===== config.mk =====
export PLATFORM = sky130hd
export DESIGN_NAME = l2k_fetchq_flat
export DESIGN_NICKNAME = d
export VERILOG_FILES = /design/src/rtl/l2k_fetchq_if.sv /design/src/rtl/l2k_fetchq.sv /design/src/flat_wrapper.sv
export SDC_FILE = /design/constraint.sdc
export NUM_CORES = 1
export LEC_CHECK = 0
export ABC_CLOCK_PERIOD_IN_PS = 11700
export CAP_MARGIN = 25
export CORE_ASPECT_RATIO = 0.9
export CORE_MARGIN = 10
export CORE_UTILIZATION = 58
export CTS_BUF_LIST = sky130_fd_sc_hd__clkbuf_16
export DETAILED_ROUTE_END_ITERATION = 10
export MAX_ROUTING_LAYER = met4
export PLACE_DENSITY = 0.92
export SYNTH_ARGS = -nofsm -noshare
export SYNTH_HDL_FRONTEND = slang
export SYNTH_SLANG_ARGS = --single-unit
export TNS_END_PERCENT = 20

===== constraint.sdc =====
create_clock -name clk -period 11.7 [get_ports clk]
set_input_delay 2.34 -clock clk [delete_from_list [all_inputs] [get_ports clk]]
set_output_delay 2.34 -clock clk [all_outputs]
set_load 0.02 [all_outputs]

===== src/rtl/l2k_fetchq_if.sv =====
// l2k_fetchq_if: bundles the msched read port, redirect input and decode
// handshake of the Limn2600 prefetch queue.
//
// Handshake semantics (both directions):
//   msched side : read_enable/read_addr are held stable from assertion until the
//                 cycle read_rdy=1; read_rdy is a single-cycle pulse that
//                 qualifies read_value/read_addr_in.
//   decode side : an entry transfers on a rising edge where insn_valid=1 and
//                 insn_ready=1; insn/insn_pc are meaningful only while insn_valid=1.
interface l2k_fetchq_if #(
  parameter int DEPTH = 4
) ();
  localparam int CW = $clog2(DEPTH) + 1;

  logic [31:0]   read_addr;
  logic [1:0]    read_size;
  logic          read_enable;
  logic          read_rdy;
  logic [31:0]   read_value;
  logic [31:0]   read_addr_in;
  logic          redirect;
  logic [31:0]   redirect_pc;
  logic          insn_valid;
  logic [31:0]   insn;
  logic [31:0]   insn_pc;
  logic          insn_ready;
  logic [CW-1:0] count;

  // Fetch queue side.
  modport master (
    output read_addr, read_size, read_enable,
    input  read_rdy, read_value, read_addr_in,
    input  redirect, redirect_pc,
    output insn_valid, insn, insn_pc,
    input  insn_ready,
    output count
  );

  // msched / core side.
  modport slave (
    input  read_addr, read_size, read_enable,
    output read_rdy, read_value, read_addr_in,
    output redirect, redirect_pc,
    input  insn_valid, insn, insn_pc,
    output insn_ready,
    input  count
  );
endinterface


===== src/rtl/l2k_fetchq.sv =====
// l2k_fetchq: instruction prefetch queue for the Limn2600 core.
// Issues sequential word fetches to msched (one outstanding at a time),
// buffers returned words in a DEPTH-entry FIFO and hands them to decode.
// A redirect flushes the FIFO and restarts at the new PC; a fetch already in
// flight at that moment is waited out and dropped (DISCARD state).
// Optional feature macro: L2K_FETCHQ_BYPASS_EN -- when the FIFO is empty, a
// returning word is presented to decode combinationally in its rdy cycle.
// state_o exposes the FSM state for debug.
module l2k_fetchq #(
  parameter int          DEPTH    = 4,
  parameter logic [31:0] RESET_PC = 32'hFFFE0000
) (
  input  logic         clk,
  input  logic         rst,
  l2k_fetchq_if.master fq,
  output logic [1:0]   state_o
);
  localparam int PW = $clog2(DEPTH);
  localparam int CW = PW + 1;
  localparam logic [CW-1:0] DEPTH_C = CW'(DEPTH);

  localparam logic [1:0] S_IDLE    = 2'd0;
  localparam logic [1:0] S_REQ     = 2'd1;
  localparam logic [1:0] S_DISCARD = 2'd2;

  logic [1:0]    state_q, state_d;
  logic [31:0]   fetch_pc_q, fetch_pc_d;
  logic          en_q, en_d;
  logic [31:0]   addr_q, addr_d;
  logic [CW-1:0] count_q, count_d;
  logic [PW-1:0] wr_ptr_q, wr_ptr_d;
  logic [PW-1:0] rd_ptr_q, rd_ptr_d;
  logic [31:0]   word_q [DEPTH];
  logic [31:0]   pc_q   [DEPTH];

  logic rdy_acc;
  logic hit;
  logic push;
  logic pop;
  logic bypass;
  logic bypass_take;

  // Classify this cycle's msched response and decode handshake.
  always_comb begin
    rdy_acc = fq.read_rdy & en_q;
    hit     = rdy_acc & (state_q == S_REQ) & ~fq.redirect &
              (fq.read_addr_in == fetch_pc_q);
`ifdef L2K_FETCHQ_BYPASS_EN
    bypass      = hit & (count_q == '0);
    bypass_take = bypass & fq.insn_ready;
`else
    bypass      = 1'b0;
    bypass_take = 1'b0;
`endif
    // A bypassed word consumed in its rdy cycle never enters the FIFO.
    push = hit & ~bypass_take;
    pop  = (count_q != '0) & fq.insn_ready & ~fq.redirect;
  end

  // FIFO occupancy, pointers and fetch PC.
  always_comb begin
    count_d    = count_q;
    wr_ptr_d   = wr_ptr_q;
    rd_ptr_d   = rd_ptr_q;
    fetch_pc_d = fetch_pc_q;
    if (fq.redirect) begin
      count_d    = '0;
      wr_ptr_d   = '0;
      rd_ptr_d   = '0;
      fetch_pc_d = fq.redirect_pc & ~32'h3;
    end else begin
      if (push)       wr_ptr_d = wr_ptr_q + PW'(1);
      if (pop)        rd_ptr_d = rd_ptr_q + PW'(1);
      if (push && !pop)      count_d = count_q + CW'(1);
      else if (!push && pop) count_d = count_q - CW'(1);
      // PC advances on every accepted word, bypassed or not; wraps mod 2^32.
      if (hit)        fetch_pc_d = fetch_pc_q + 32'd4;
    end
  end

  // Next FSM state; a slot is reserved for the outstanding request, so the
  // next request may only issue while count_d < DEPTH.
  always_comb begin
    state_d = state_q;
    case (state_q)
      S_IDLE: begin
        if (count_d < DEPTH_C) state_d = S_REQ;
      end
      S_REQ: begin
        if (fq.redirect) begin
          state_d = (en_q && !fq.read_rdy) ? S_DISCARD : S_REQ;
        end else if (rdy_acc) begin
          state_d = (count_d < DEPTH_C) ? S_REQ : S_IDLE;
        end
      end
      S_DISCARD: begin
        // The dropped word arrives; a redirect without rdy keeps waiting.
        if (fq.read_rdy) state_d = S_REQ;
      end
      default: state_d = S_IDLE;
    endcase
    en_d   = (state_d != S_IDLE);
    // DISCARD keeps the abandoned address on the bus until its rdy.
    addr_d = (state_d == S_DISCARD) ? addr_q : fetch_pc_d;
  end

  // Control registers with synchronous reset.
  always_ff @(posedge clk) begin
    if (rst) begin
      state_q    <= S_REQ;
      fetch_pc_q <= RESET_PC;
      en_q       <= 1'b0;
      addr_q     <= RESET_PC;
      count_q    <= '0;
      wr_ptr_q   <= '0;
      rd_ptr_q   <= '0;
    end else begin
      state_q    <= state_d;
      fetch_pc_q <= fetch_pc_d;
      en_q       <= en_d;
      addr_q     <= addr_d;
      count_q    <= count_d;
      wr_ptr_q   <= wr_ptr_d;
      rd_ptr_q   <= rd_ptr_d;
    end
  end

  // FIFO storage; contents are don't-care while the entry is not valid.
  always_ff @(posedge clk) begin
    if (push) begin
      word_q[wr_ptr_q] <= fq.read_value;
      pc_q[wr_ptr_q]   <= fetch_pc_q;
    end
  end

  assign fq.read_enable = en_q;
  assign fq.read_addr   = addr_q;
  assign fq.read_size   = 2'b10;
  assign fq.count       = count_q;
  assign state_o        = state_q;

`ifdef L2K_FETCHQ_BYPASS_EN
  assign fq.insn_valid = (count_q != '0) | bypass;
  assign fq.insn       = bypass ? fq.read_value   : word_q[rd_ptr_q];
  assign fq.insn_pc    = bypass ? fq.read_addr_in : pc_q[rd_ptr_q];
`else
  assign fq.insn_valid = (count_q != '0);
  assign fq.insn       = word_q[rd_ptr_q];
  assign fq.insn_pc    = pc_q[rd_ptr_q];
`endif
endmodule


===== src/flat_wrapper.sv =====
// flat-port wrapper written by rule: the top's interface ports become plain ports
module l2k_fetchq_flat 
#(
  parameter int          DEPTH    = 4,
  parameter logic [31:0] RESET_PC = 32'hFFFE0000
)
  (clk, rst, state_o, fq_read_addr, fq_read_size, fq_read_enable, fq_read_rdy, fq_read_value, fq_read_addr_in, fq_redirect, fq_redirect_pc, fq_insn_valid, fq_insn, fq_insn_pc, fq_insn_ready, fq_count);
  l2k_fetchq_if #(.DEPTH(DEPTH)) fq_i ();
  input  logic clk;
  input  logic rst;
  output logic [1:0] state_o;
  output wire logic [$bits(fq_i.read_addr)-1:0] fq_read_addr;
  output wire logic [$bits(fq_i.read_size)-1:0] fq_read_size;
  output wire logic [$bits(fq_i.read_enable)-1:0] fq_read_enable;
  input wire logic [$bits(fq_i.read_rdy)-1:0] fq_read_rdy;
  input wire logic [$bits(fq_i.read_value)-1:0] fq_read_value;
  input wire logic [$bits(fq_i.read_addr_in)-1:0] fq_read_addr_in;
  input wire logic [$bits(fq_i.redirect)-1:0] fq_redirect;
  input wire logic [$bits(fq_i.redirect_pc)-1:0] fq_redirect_pc;
  output wire logic [$bits(fq_i.insn_valid)-1:0] fq_insn_valid;
  output wire logic [$bits(fq_i.insn)-1:0] fq_insn;
  output wire logic [$bits(fq_i.insn_pc)-1:0] fq_insn_pc;
  input wire logic [$bits(fq_i.insn_ready)-1:0] fq_insn_ready;
  output wire logic [$bits(fq_i.count)-1:0] fq_count;
  assign fq_read_addr = fq_i.read_addr;
  assign fq_read_size = fq_i.read_size;
  assign fq_read_enable = fq_i.read_enable;
  assign fq_i.read_rdy = fq_read_rdy;
  assign fq_i.read_value = fq_read_value;
  assign fq_i.read_addr_in = fq_read_addr_in;
  assign fq_i.redirect = fq_redirect;
  assign fq_i.redirect_pc = fq_redirect_pc;
  assign fq_insn_valid = fq_i.insn_valid;
  assign fq_insn = fq_i.insn;
  assign fq_insn_pc = fq_i.insn_pc;
  assign fq_i.insn_ready = fq_insn_ready;
  assign fq_count = fq_i.count;
  l2k_fetchq #(.DEPTH(DEPTH), .RESET_PC(RESET_PC)) u_core (.clk(clk), .rst(rst), .fq(fq_i), .state_o(state_o));
endmodule

==> reports/qor.csv <==
stage,metric,value,unit
status,status,"finished, final reports clean",
final_layout,num-fill-cells,1379,
placed_design,place.gp.congestion,0.879,
sta,final_hold_viol_count,0,
sta,slew_headroom,0.276,
logic_synthesis,ys_ff_latch,332,
logic_synthesis,synth_commonest_cells,"edfxtp_1, dfxtp_1, mux4_2, nand2_1, nor2_1",
logic_synthesis,synth-simple-area-share,0.0925,
sta,tns,0,ns
logic_synthesis,synth_area_leaders,"edfxtp_1, dfxtp_1, mux4_2, xnor2_1, a211oi_1",
logic_synthesis,synth_compound_area_frac,0.0579,
logic_synthesis,yosysMostFrequentCell,edfxtp_1,
clock_network,cts_tree,yes,
die,core_area,23300,um2
global_route,grt_usage,0.222,
routing,dr.first_iter.drc_count,926,
logic_synthesis,synth_xor_area_frac,0.0275,
logic_synthesis,synth_top_family_by_area,multiplexers,
logic_synthesis,synth_top_cell_by_area,edfxtp_1,
logic_synthesis,synth_fa_ha_area_frac,0.00914,
placed_design,hpwl,21400,um
routing,drtPass1Iterations,7,
worst_setup_path,cp-end-kind,output pin,
final_layout,drive_above_1_share,0.147,
final_layout,fin_util,0.734,
final_layout,diodes,0,
final_layout,nets,1179,
die,io_pins,206,
final_layout,layout-area-overhead-vs-synth,24.8,%
logic_synthesis,ys_async_sr_fraction,0,
clock_network,cts_resized,0,
clock_network,clkTransAtPathRegs,0.06,ns
final_layout,layout.cells.non_filler,1396,
clock_network,holdBufCountCts,0,
logic_synthesis,syn_area,13700,um2
job,maxCapViolCount,0,
sta,final.setup_skew,0.0154,ns
global_route,grt_first_pass_wirelength,51400,um
worst_setup_path,startpoint_type,flop,
worst_setup_path,worstSetupPathType,flop to output pin,
sta,tightest_slew,1.09,ns
routing,ant_nets,0,
power,p_total,0.00251,W
power,leakagePower,5.56,nW
worst_setup_path,crit_arrival,3.23,ns
die,die_x,182,um
logic_synthesis,syn_inst,876,
clock_network,cts_buffers,34,
die,die_h,166,um
sta,finalCritPeriodShare,0.476,
die,dieArea,30200,um2
sta,drv_slew,0,
clock_network,clock_latency,0.50,ns
logic_synthesis,synth_cell_types,63,
routing,wl,33500,um
die,rows,53,
hold_path,hold_path.class,flop to flop,
die,initial_core_util,0.588,
clock_network,cts_num_sinks,332,
sta,grt_setup_unrepaired,no,
sta,whs,0.454,ns
logic_synthesis,muxShareOfSynthArea,0.117,
global_route,grt_max_degree,81,
logic_synthesis,synth_seq_area_share,0.672,
clock_network,cts-htree-levels,2,
logic_synthesis,synth_ff_type,edfxtp_1,
routing,drc,0,
worst_setup_path,cp_max_fo,34,
sta,max_freq,179,MHz
power,p_per_area,147,nW/um2
logic_synthesis,syn_nets,987,
placed_design,io_buffer_count,201,
routing,routedWlPerCell,24.0,um
worst_setup_path,crit_required,9.36,ns
clock_network,root_buffer,clkbuf_16,
global_route,grt_remaining_overflow,0,
global_route,antenna_found_initial,0,
clock_network,postCtsSetupRepairBufs,0,
power,ir_worst_vdd,115,uV
logic_synthesis,syn_avg_cell_area,15.6,um2
sta,min_period,5.57,ns
global_route,grt_pass1_vias,9114,
logic_synthesis,yosysTopAreaCellShare,0.561,
routing,dr_total_vias,8673,
placed_design,placedCellCount,1331,
logic_synthesis,yosysWarnings,0,
sta,setup_violations,0,
routing,vias_per_cell,6.21,
logic_synthesis,synth_edf_count,256,
clock_network,cts_buffer_depth,3,
## worst max-delay path, cell delays in order (launching register included)
cell and delay (ns):
dfxtp_4 0.77, buf_4 0.70, mux4_2 0.60, clkdlybuf4s50_1 0.65
## flip-flops by register name, summed over array words and instances, names as in the netlist, named ones only
| name | cells |
|---|---|
| u_core.pc_q | 128 |
| u_core.fetch_pc_q | 32 |
| u_core.fq.read_enable | 1 |
| u_core.word_q | 128 |
| u_core.fq.count | 3 |
| u_core.state_o | 2 |
| u_core.rd_ptr_q | 2 |
| u_core.wr_ptr_q | 2 |
| u_core.fq.read_addr | 32 |
## routing by layer
metal  wire length [um]  up-vias  global-route usage
li1                   -     3827                   -
met1              13600     4354               0.277
met2              16300      426               0.356
met3               2940       66              0.0553
met4                643        0              0.0580
met5                  0        -                   -
## stage by stage
step	setup WS [ns]	cell area (um2)
after global routing	5.91	17100
after global placement	5.99	15900
after CTS	6.03	17000
final	6.13	17100
after detailed placement	5.91	15900
after floorplan	6.25	13700
## where the power goes
group,internal (W),switching [W],leakage [nW]
registers,0.00128,0.0000273,2.96
logic,0.0000748,0.0000753,2.05
clock network,0.000617,0.000433,0.556
## kinds of logic (layout without fill, tap and decap cells)
family / count (synthesis) / in the layout
xor gates and xnor gates: 43 / 43
adders and majority gates: 10 / 10
AOI/OAI and AO/OA: 112 / 112
buffers and inverters: 75 / 293
DFF: 332 / 332
muxes: 80 / 80
and+or+nand+nor: 222 / 222
other: 2 / 2
## area by class of cell
cell class | instances | area, um2 | area share
Sequential cell | 332 | 9210 | 0.539
Timing Repair Buffer | 209 | 2110 | 0.124
Multi-Input combinational cell | 469 | 4200 | 0.246
Tap cell | 302 | 378 | 0.0221
Inverter | 22 | 82.6 | 0.00483
Clock buffer | 37 | 926 | 0.0542
Clock inverter | 25 | 176 | 0.0103
## path summary, 6_finish.rpt
path                                 from  slack (ns)                       to  cells past startpoint
hold / removal    u_core.fq.read_addr[15]        0.45  u_core.fq.read_addr[15]                      2
setup reg to reg    u_core.fetch_pc_q[22]        8.06    u_core.fq.read_enable                     13
hold reg to reg   u_core.fq.read_addr[15]        0.45  u_core.fq.read_addr[15]                      2
setup / recovery                     flop        6.13           fq_insn_pc[31]                      3
## cell usage in the layout (no fill, tap or decap), types with 7 or more instances in the layout
cell / instances
edfxtp_1: 256
nand3_1: 20
a211oi_1: 20
a21oi_1: 18
nor3b_1: 14
nor2_1: 38
clkdlybuf4s50_1: 199
dfxtp_1: 74
a31oi_1: 9
clkinv_2: 8
xor2_1: 8
xnor2_1: 35
nor3_2: 7
nor3_1: 26
o21ai_1: 13
inv_1: 24
nand4_1: 17
nand2_1: 39
clkbuf_16: 37
ha_1: 10
mux4_2: 64
o31a_1: 9
and3_1: 11
mux2i_1: 10
and2_1: 7
Power figures use the tool's default switching activity.
